### src/rtl/alu_dec_cluster_if.sv
// ---------------------------------------------------------------------------
// alu_dec_cluster_if
// Groups the switch-side inputs and LED/display-side outputs of
// alu_dec_cluster. Clock and reset are kept off this bundle.
//
// Signals:
//   alu_fnselec[2:0]  ALU function select            (master -> slave)
//   alu_a[3:0]        ALU operand A, two's complement (master -> slave)
//   alu_b[3:0]        ALU operand B, two's complement (master -> slave)
//   x[2:0]            decoder select                 (master -> slave)
//   en                decoder enable                 (master -> slave)
//   counter_en        down-counter count enable      (master -> slave)
//   alu_res[3:0]      ALU result                     (slave -> master)
//   alu_zero          result is zero                 (slave -> master)
//   alu_overflow      signed overflow (add/sub only) (slave -> master)
//   alu_carry         carry-out (add/sub only)       (slave -> master)
//   y_dec[7:0]        one-hot decoder output         (slave -> master)
//   dec_counter_out   down-counter value             (slave -> master)
//
// There is no valid/ready handshake: every input is level-sensitive and
// every output is either combinational or the registered counter value.
// ---------------------------------------------------------------------------
interface alu_dec_cluster_if;
    logic [2:0] alu_fnselec;
    logic [3:0] alu_a;
    logic [3:0] alu_b;
    logic [2:0] x;
    logic       en;
    logic       counter_en;
    logic [3:0] alu_res;
    logic       alu_zero;
    logic       alu_overflow;
    logic       alu_carry;
    logic [7:0] y_dec;
    logic [2:0] dec_counter_out;

    modport master (
        output alu_fnselec, alu_a, alu_b, x, en, counter_en,
        input  alu_res, alu_zero, alu_overflow, alu_carry, y_dec,
               dec_counter_out
    );

    modport slave (
        input  alu_fnselec, alu_a, alu_b, x, en, counter_en,
        output alu_res, alu_zero, alu_overflow, alu_carry, y_dec,
               dec_counter_out
    );
endinterface

### src/rtl/alu_dec_cluster.sv
// ---------------------------------------------------------------------------
// alu_dec_cluster
// Lab datapath cluster: a 4-bit two's-complement ALU with flags, a 3-to-8
// one-hot decoder with enable, and a 3-bit enabled down-counter.
//
// Ports:
//   clk     rising-edge clock for the counter
//   resetn  synchronous active-low reset (counter loads 3'b111)
//   bus     alu_dec_cluster_if.slave - ALU/decoder/counter inputs and outputs
//
// The ALU and decoder are purely combinational and ignore reset.
// ---------------------------------------------------------------------------
module alu_dec_cluster (
    input  logic                     clk,
    input  logic                     resetn,
    alu_dec_cluster_if.slave         bus
);

    // ALU function codes
    localparam logic [2:0] FN_ADD = 3'b000;
    localparam logic [2:0] FN_SUB = 3'b001;
    localparam logic [2:0] FN_NOT = 3'b010;
    localparam logic [2:0] FN_AND = 3'b011;
    localparam logic [2:0] FN_OR  = 3'b100;
    localparam logic [2:0] FN_XOR = 3'b101;
    localparam logic [2:0] FN_SLT = 3'b110;
    localparam logic [2:0] FN_EQ  = 3'b111;

    // -----------------------------------------------------------------------
    // ALU
    // -----------------------------------------------------------------------
    logic [4:0] w_add_sum;
    logic [4:0] w_sub_sum;
    logic       w_add_ovf;
    logic       w_sub_ovf;
    logic       w_slt;
    logic [3:0] w_res;
    logic       w_carry;
    logic       w_ovf;

    assign w_add_sum = {1'b0, bus.alu_a} + {1'b0, bus.alu_b};
    // Subtraction as A + ~B + 1; bit 4 is the "no borrow" carry.
    assign w_sub_sum = {1'b0, bus.alu_a} + {1'b0, ~bus.alu_b} + 5'd1;

    assign w_add_ovf = (bus.alu_a[3] == bus.alu_b[3]) &&
                       (w_add_sum[3] != bus.alu_a[3]);
    assign w_sub_ovf = (bus.alu_a[3] != bus.alu_b[3]) &&
                       (w_sub_sum[3] != bus.alu_a[3]);

    // Signed A < B: sign of the difference, corrected when it overflowed.
    assign w_slt = w_sub_sum[3] ^ w_sub_ovf;

    always_comb begin
        w_res   = 4'b0000;
        w_carry = 1'b0;
        w_ovf   = 1'b0;
        case (bus.alu_fnselec)
            FN_ADD: begin
                w_res   = w_add_sum[3:0];
                w_carry = w_add_sum[4];
                w_ovf   = w_add_ovf;
            end
            FN_SUB: begin
                w_res   = w_sub_sum[3:0];
                w_carry = w_sub_sum[4];
                w_ovf   = w_sub_ovf;
            end
            FN_NOT: w_res = ~bus.alu_a;
            FN_AND: w_res = bus.alu_a & bus.alu_b;
            FN_OR:  w_res = bus.alu_a | bus.alu_b;
            FN_XOR: w_res = bus.alu_a ^ bus.alu_b;
            FN_SLT: w_res = {3'b000, w_slt};
            FN_EQ:  w_res = {3'b000, (bus.alu_a == bus.alu_b)};
            default: w_res = 4'b0000;
        endcase
    end

    assign bus.alu_res      = w_res;
    assign bus.alu_zero     = (w_res == 4'b0000);
    assign bus.alu_carry    = w_carry;
    assign bus.alu_overflow = w_ovf;

    // -----------------------------------------------------------------------
    // 3-to-8 decoder
    // -----------------------------------------------------------------------
    logic [7:0] w_y_dec;

    always_comb begin
        w_y_dec = 8'h00;
        if (bus.en) begin
            w_y_dec[bus.x] = 1'b1;
        end
    end

    assign bus.y_dec = w_y_dec;

    // -----------------------------------------------------------------------
    // Down-counter: reset loads 111, count wraps 000 -> 111 naturally.
    // -----------------------------------------------------------------------
    logic [2:0] r_cnt;

    always_ff @(posedge clk) begin
        if (!resetn) begin
            r_cnt <= 3'b111;
        end else if (bus.counter_en) begin
            r_cnt <= r_cnt - 3'd1;
        end
    end

    assign bus.dec_counter_out = r_cnt;

endmodule

### src/flat_wrapper.sv
// flat-port wrapper written by rule: the top's interface ports become plain ports
module alu_dec_cluster_flat 
  (clk, resetn, bus_alu_fnselec, bus_alu_a, bus_alu_b, bus_x, bus_en, bus_counter_en, bus_alu_res, bus_alu_zero, bus_alu_overflow, bus_alu_carry, bus_y_dec, bus_dec_counter_out);
  alu_dec_cluster_if bus_i ();
  input  logic clk;
  input  logic resetn;
  input wire logic [$bits(bus_i.alu_fnselec)-1:0] bus_alu_fnselec;
  input wire logic [$bits(bus_i.alu_a)-1:0] bus_alu_a;
  input wire logic [$bits(bus_i.alu_b)-1:0] bus_alu_b;
  input wire logic [$bits(bus_i.x)-1:0] bus_x;
  input wire logic [$bits(bus_i.en)-1:0] bus_en;
  input wire logic [$bits(bus_i.counter_en)-1:0] bus_counter_en;
  output wire logic [$bits(bus_i.alu_res)-1:0] bus_alu_res;
  output wire logic [$bits(bus_i.alu_zero)-1:0] bus_alu_zero;
  output wire logic [$bits(bus_i.alu_overflow)-1:0] bus_alu_overflow;
  output wire logic [$bits(bus_i.alu_carry)-1:0] bus_alu_carry;
  output wire logic [$bits(bus_i.y_dec)-1:0] bus_y_dec;
  output wire logic [$bits(bus_i.dec_counter_out)-1:0] bus_dec_counter_out;
  assign bus_i.alu_fnselec = bus_alu_fnselec;
  assign bus_i.alu_a = bus_alu_a;
  assign bus_i.alu_b = bus_alu_b;
  assign bus_i.x = bus_x;
  assign bus_i.en = bus_en;
  assign bus_i.counter_en = bus_counter_en;
  assign bus_alu_res = bus_i.alu_res;
  assign bus_alu_zero = bus_i.alu_zero;
  assign bus_alu_overflow = bus_i.alu_overflow;
  assign bus_alu_carry = bus_i.alu_carry;
  assign bus_y_dec = bus_i.y_dec;
  assign bus_dec_counter_out = bus_i.dec_counter_out;
  alu_dec_cluster u_core (.clk(clk), .resetn(resetn), .bus(bus_i));
endmodule
### config.mk
export PLATFORM = sky130hd
export DESIGN_NAME = alu_dec_cluster_flat
export DESIGN_NICKNAME = d
export VERILOG_FILES = /design/src/rtl/alu_dec_cluster_if.sv /design/src/rtl/alu_dec_cluster.sv /design/src/flat_wrapper.sv
export SDC_FILE = /design/constraint.sdc
export NUM_CORES = 1
export LEC_CHECK = 0
export BUFFER_PORTS_ARGS = -buffer_cell sky130_fd_sc_hd__clkbuf_2
export CELL_PAD_IN_SITES_DETAIL_PLACEMENT = 1
export CELL_PAD_IN_SITES_GLOBAL_PLACEMENT = 2
export CORE_ASPECT_RATIO = 0.5
export CORE_UTILIZATION = 22
export CTS_CLUSTER_DIAMETER = 100
export DETAILED_ROUTE_END_ITERATION = 10
export MAX_ROUTING_LAYER = met4
export PLACE_DENSITY = 0.84
export SLEW_MARGIN = 10
export SYNTH_ARGS = -nofsm -noshare
export SYNTH_HDL_FRONTEND = slang
export SYNTH_SLANG_ARGS = --single-unit
export TNS_END_PERCENT = 50
### constraint.sdc
create_clock -name clk -period 2.05 [get_ports clk]
set_clock_uncertainty 0.1 [all_clocks]
set_input_delay 0.205 -clock clk [delete_from_list [all_inputs] [get_ports clk]]
set_output_delay 0.205 -clock clk [all_outputs]
set_load 0.03 [all_outputs]
**Word level (Yosys, flattened, before mapping)**

Cells that the tools add are included.

- Flip-flop bits (word level): 3
- Latch bits: 0
- Memory bits (writable): 0
- Memory bits (read-only): 0
- Input port bits: 18
- Output and inout port bits: 18
- Memories: 0

- Add/sub/neg operators: 4
- $mul: 0
- Divide/modulo/power cells: 0
- Magnitude comparators: 2
- Eq/ne operators: 12
- Shift-type cells: 0
- Muxes and demuxes: 6
- Bitwise operators: 6
- Reduce and logical (&&, ||, !) cells: 5

Operators by type and width:

| operator | number |
|---|---|
| one-hot mux 4 bit (8 select lines) | 1 |
| equality test 3 bit, second input constant | 4 |
| adder 4 x 4 -> 5 bit | 2 |
| 2-to-1 mux 8 bit | 1 |
| inverter 4 bit | 2 |
| equality test 3 x 2 -> 1 bit, second input constant | 2 |
| adder 5 x 1 -> 5 bit, second input constant | 1 |
| bitwise AND 4 bit | 1 |
| equality test 4 bit | 1 |
| logical NOT 4 bit | 1 |
| < comparator 3 x 4 -> 1 bit, second input constant | 1 |
| OR 4 bit | 1 |
| one-hot mux 1 bit (2 select lines) | 2 |
| bitwise XOR 4 bit | 1 |
| demux 1 bit (select 3 bit) | 1 |
| equality test 3 x 1 -> 1 bit, second input constant | 1 |
| greater-or-equal comparator 3 x 1 -> 1 bit, second input constant | 1 |
| logical AND 1 bit | 3 |
| logical NOT 3 bit | 1 |
| inequality test 1 bit | 3 |
| subtractor 3 x 1 -> 3 bit, second input constant | 1 |
| equality test 1 bit | 1 |
| 2-to-1 mux 1 bit | 1 |
| bitwise XOR 1 bit | 1 |

**Depth between registers and ports, before layout**

- Word-level depth: 8
- Mapped depth: 11

**Worst setup path after synthesis**

OpenSTA, ideal clock, no wires.

- Kind: input to output
- Start: input port bus_alu_a[1]
- End: output port bus_alu_zero
- Data arrival time: 2.838 ns
- Data required time: 1.745 ns
- Slack: -1.093 ns
- Stages on the path: 11
- Buffers on the path: 0
- Path through: inv_1 -> ha_1 -> nor2_1 -> nor2_1 -> nor2_1 -> nor2_1 -> fa_1 -> mux2_1 -> o211ai_1 -> o21ai_2 -> nor4_1

- Longest elaborated chain between the ends: 7
- Elaborated cells between the ends (all ways): 13

Ends and longest elaborated chain:

| element | RTL line | RTL |
|---|---|---|
| start, declared | flat_wrapper.sv:8 | `input wire logic [$bits(bus_i.alu_a)-1:0] bus_alu_a;` |
| adder 4 x 4 -> 5 bit | alu_dec_cluster.sv:43 | `assign w_sub_sum = {1'b0, bus.alu_a} + {1'b0, ~bus.alu_b} + 5'd1;` |
| adder 5 x 1 -> 5 bit | alu_dec_cluster.sv:43 |  |
| inequality test 1 bit | alu_dec_cluster.sv:48 | `(w_sub_sum[3] != bus.alu_a[3]);` |
| logical AND 1 bit | alu_dec_cluster.sv:47 | `assign w_sub_ovf = (bus.alu_a[3] != bus.alu_b[3]) &&` |
| bitwise XOR 1 bit | alu_dec_cluster.sv:51 | `assign w_slt = w_sub_sum[3] ^ w_sub_ovf;` |
| one-hot mux 4 bit (8 select lines) (*) | alu_dec_cluster.sv:57 | `case (bus.alu_fnselec)` |
| named net bus_alu_res[0] | flat_wrapper.sv:13 | `output wire logic [$bits(bus_i.alu_res)-1:0] bus_alu_res;` |
| logical NOT 4 bit (*) | alu_dec_cluster.sv:79 | `assign bus.alu_zero = (w_res == 4'b0000);` |
| end, declared | flat_wrapper.sv:14 | `output wire logic [$bits(bus_i.alu_zero)-1:0] bus_alu_zero;` |

Mark *: on every way through the listed nets, which the timed path passes. The rest lies on a longest branch.

**Worst setup path after layout**

- Start: input port bus_alu_b[1]
- End: output port bus_alu_overflow

- Longest elaborated chain between the ends: 6
- Elaborated cells between the ends (all ways): 9

Ends and longest elaborated chain:

| element | RTL line | RTL |
|---|---|---|
| start, declared | flat_wrapper.sv:9 | `input wire logic [$bits(bus_i.alu_b)-1:0] bus_alu_b;` |
| inverter 4 bit | alu_dec_cluster.sv:43 |  |
| adder 4 x 4 -> 5 bit | alu_dec_cluster.sv:43 |  |
| adder 5 x 1 -> 5 bit | alu_dec_cluster.sv:43 |  |
| inequality test 1 bit | alu_dec_cluster.sv:48 |  |
| logical AND 1 bit | alu_dec_cluster.sv:47 |  |
| one-hot mux 1 bit (2 select lines) (*) | alu_dec_cluster.sv:57 |  |
| end, declared | flat_wrapper.sv:15 | `output wire logic [$bits(bus_i.alu_overflow)-1:0] bus_alu_overflow;` |

Every way passes the cells marked *; elsewhere a longest branch is shown, timed or not.

==> load_flow_metrics.sql <==
INSERT INTO impl_metrics (metric_group, metric, value, unit) VALUES
('run_status', 'run_status', 'finished with violations', ''),
('run_status', 'failing_checks', 'setup timing', ''),
('placed_design', 'place_congestion', '0.775', ''),
('floorplan', 'core', '0.00351', 'sq mm'),
('synthesis', 'synth_area', '822', 'sq um'),
('critical_path', 'worst_r2r_startpoint', 'u_core.bus.dec_counter_out[0]$_SDFFE_PN1P_', ''),
('timing', 'fmaxAchievable', '0.369', 'GHz'),
('critical_path', 'setup.worst_path.end_class', 'output port', ''),
('timing', 'tightest_slew_margin_relative_to_the_limit', '73.3', '%'),
('timing', 'worst-slew-pin-transition', '0.401', 'ns'),
('synthesis', 'syn_inst', '113', ''),
('clock_network', 'cts_clock_pin_slew_for_the_worst_setup_and_hold_paths', '0.03', 'ns'),
('clock_network', 'tritoncts.num_buffers', '3', ''),
('drt', 'initialDrtViolationCount', '11', ''),
('synthesis', 'yosysWarningCount', '0', ''),
('clock_network', 'cts.htree.levels', '1', ''),
('clock_network', 'clockBufferDepth', '2', ''),
('floorplan', 'floorplan.rows', '15', ''),
('layout', 'finalNonFillerCells', '224', ''),
('critical_path', 'path_common_cell', 'sky130_fd_sc_hd__nor2_1', ''),
('synthesis', 'post_synth_num_cell_types', '36', ''),
('synthesis', 'ys_dominant_reg_cell', 'sky130_fd_sc_hd__dfxtp_1', ''),
('critical_path', 'critical_path_required', '1.75', 'ns'),
('synthesis', 'synth.most_common_cell', 'sky130_fd_sc_hd__nor2_1', ''),
('drt', 'detail_route.first_pass.iterations', '4', ''),
('timing', 'grt_setup_unrepaired', 'true', ''),
('critical_path', 'timing.critical_path.fanout_max', '3', ''),
('floorplan', 'fp.dieArea', '0.00400', 'sq mm'),
('critical_path', 'critPathMaxStageDelay', '0.49', 'ns'),
('synthesis', 'synth-seq-area-share', '7.31', '%'),
('grt', 'grt_use_total', '15.4', '%'),
('layout', 'finalNetCount', '208', ''),
('placed_design', 'dpl.hpwl', '2.31', 'mm'),
('power_and_ir_drop', 'power.density_cell_area', '434', 'mW/mm^2'),
('timing', 'setup_ws_final', '-0.662', 'ns'),
('clock_network', 'tritoncts', 'built', ''),
('layout', 'n_diodes', '0', ''),
('floorplan', 'num_ports', '36', ''),
('worst_hold_path', 'hold_path.class', 'input pin to flip-flop', ''),
('synthesis', 'top_cells_by_area_synth', 'sky130_fd_sc_hd__ha_1 (20%), sky130_fd_sc_hd__nor2_1 (7.8%), sky130_fd_sc_hd__dfxtp_1 (7.3%)', ''),
('floorplan', 'die-width', '88.4', 'um'),
('layout', 'drive_above_1_share', '49.7', '%'),
('placed_design', 'placed_cell_area', '0.00127', 'sq mm'),
('synthesis', 'synth-async-reset-ratio', '0', '%'),
('timing', 'count_of_final_hold_check_violations', '0', ''),
('critical_path', 'startpoint_type', 'input pin', ''),
('synthesis', 'syn-num-nets', '147', ''),
('grt', 'first_global_vias', '1017', ''),
('critical_path', 'setup_crit_start', 'bus_alu_b[1]', ''),
('drt', 'wirelength', '2.90', 'mm'),
('clock_network', 'tritoncts_num_sinks', '3', ''),
('timing', 'finalSetupViolations', '7', ''),
('run', 'max-cap-violations', '0', ''),
('clock_network', 'cts.root.buffer_cell', 'sky130_fd_sc_hd__clkbuf_8', ''),
('synthesis', 'synth-seq-cells', '3', ''),
('drt', 'route.vias.total', '1005', ''),
('drt', 'routedWlPerCell', '13.0', 'um'),
('drt', 'detail-route-antenna-nets', '0', ''),
('power_and_ir_drop', 'power.leakage', '0.708', 'nW'),
('placed_design', 'numPlacedInstances', '217', ''),
('grt', 'grt_start_max_net_pins', '20', ''),
('layout', 'finish.instance_area', '0.00145', 'sq mm'),
('synthesis', 'postSynthAreaPerCell', '7.27', 'sq um'),
('layout', 'largest_register_ffs', '3', ''),
('critical_path', 'timing.setup.critical_path_class', 'input pin to output port', ''),
('timing', 'timing_max_transition_violations_final', '0', ''),
('floorplan', 'floorplan.initialDensity', '23.4', '%'),
('critical_path', 'cell_type_of_the_slowest_stage_on_the_worst_timing_path', 'sky130_fd_sc_hd__fa_2', ''),
('worst_hold_path', 'hold_path.startpoint', 'resetn', ''),
('synthesis', 'synth_commonest_cells', 'sky130_fd_sc_hd__nor2_1 (17), sky130_fd_sc_hd__ha_1 (13), sky130_fd_sc_hd__inv_1 (13)', ''),
('clock_network', 'clock_insertion_delay_worst_skew', '0.21', 'ns');
[routing by layer]
layer  wire, um  global-route usage, %  vias to the layer above
li1           -                      -                      509
met1       1300                   18.6                      471
met2       1510                   29.1                       23
met3         94                   1.65                        2
met4          4                   1.94                        0
met5          0                      -                        -
[layout by cell type (no fill, tap or decap), drive strengths merged]
cell / count
a21oi: 7
xnor2: 4
nor4: 1
nor2b: 3
mux2: 1
a211oi: 1
nor3: 6
inv: 11
o32ai: 1
and3: 1
o31ai: 1
a2bb2oi: 1
mux2i: 1
nor2: 17
or4b: 1
a31oi: 1
fa: 3
a21o: 1
o211ai: 2
o21a: 2
a311o: 1
a31o: 1
nand2: 7
ha: 13
clkbuf: 33
a2111oi: 2
o21ai: 5
dfxtp: 3
nand2b: 3
clkinvlp: 2
xor2: 1
buf: 33
nand3: 1
o31a: 1
o221ai: 1
[power breakdown]
part | total [mW] | internal (mW) | switching (mW) | leakage [nW]
combinational | 0.396 | 0.188 | 0.208 | 0.660
sequential | 0.0666 | 0.0630 | 0.00364 | 0.0247
clock | 0.168 | 0.132 | 0.0357 | 0.0228
total | 0.631 | 0.383 | 0.247 | 0.708
[worst paths after layout]
kind / to / slack (ns) / cells after the start
max: bus_alu_overflow / -0.66 / 14
min: u_core.bus.dec_counter_out[1]$_SDFFE_PN1P_ / 0.08 / 2
max reg2reg: u_core.bus.dec_counter_out[1]$_SDFFE_PN1P_ / 0.95 / 5
min reg2reg: u_core.bus.dec_counter_out[1]$_SDFFE_PN1P_ / 0.43 / 2
[logic make-up (layout without fill, tap and decap cells)]
logic type	after synthesis	after routing	share of synthesized area (%)
compound gates	28	28	24.4
xor+xnor	5	5	5.33
fa+ha+maj	16	16	27.1
buf+inv	19	79	10.3
flops	3	3	7.31
mux	2	2	2.59
simple gates	40	40	23.0
[layout make-up]
cell class | instances | area [sq um]
clock buffer | 4 | 45.0
sequential | 3 | 60.1
fill | 442 | 2060
tap | 51 | 63.8
timing repair buffer | 62 | 449
multi-input combinational | 91 | 778
inverter | 13 | 56.3
[metrics by stage]
step	util [%]	setup WS [ns]	power [mW]	TNS (ns)	hold slack, ns
after floorplan	-	-0.472	0.282	-1.35	0.167
after global placement	36.3	-0.597	0.392	-2.83	0.286
after detailed placement	36.3	-0.753	0.406	-3.53	0.290
after CTS	40.0	-0.646	0.607	-3.14	0.0786
after global routing	41.4	-0.789	0.671	-3.68	0.0973
final	41.4	-0.662	0.631	-3.05	0.0770
[what timing repair did]
| action | 4_1_cts | 5_1_grt |
|---|---|---|
| buffers inserted | 2 | 1 |
| hold buffers | 0 | 0 |
| pin swaps | 2 | 5 |
| endpoints found under the setup margin | 7 | 7 |
| gates resized for setup | 16 | 16 |
[critical path: cells and delay by family]
family | cells | cell delay [ns]
AO/OA/AOI/OAI | 1 | 0.14
AND/OR/NAND/NOR | 6 | 0.61
adder cells (fa/ha/maj) | 2 | 0.79
buffers and inverters | 4 | 0.52
XOR/XNOR | 1 | 0.15
No activity file was read; power rests on OpenSTA's default activity.
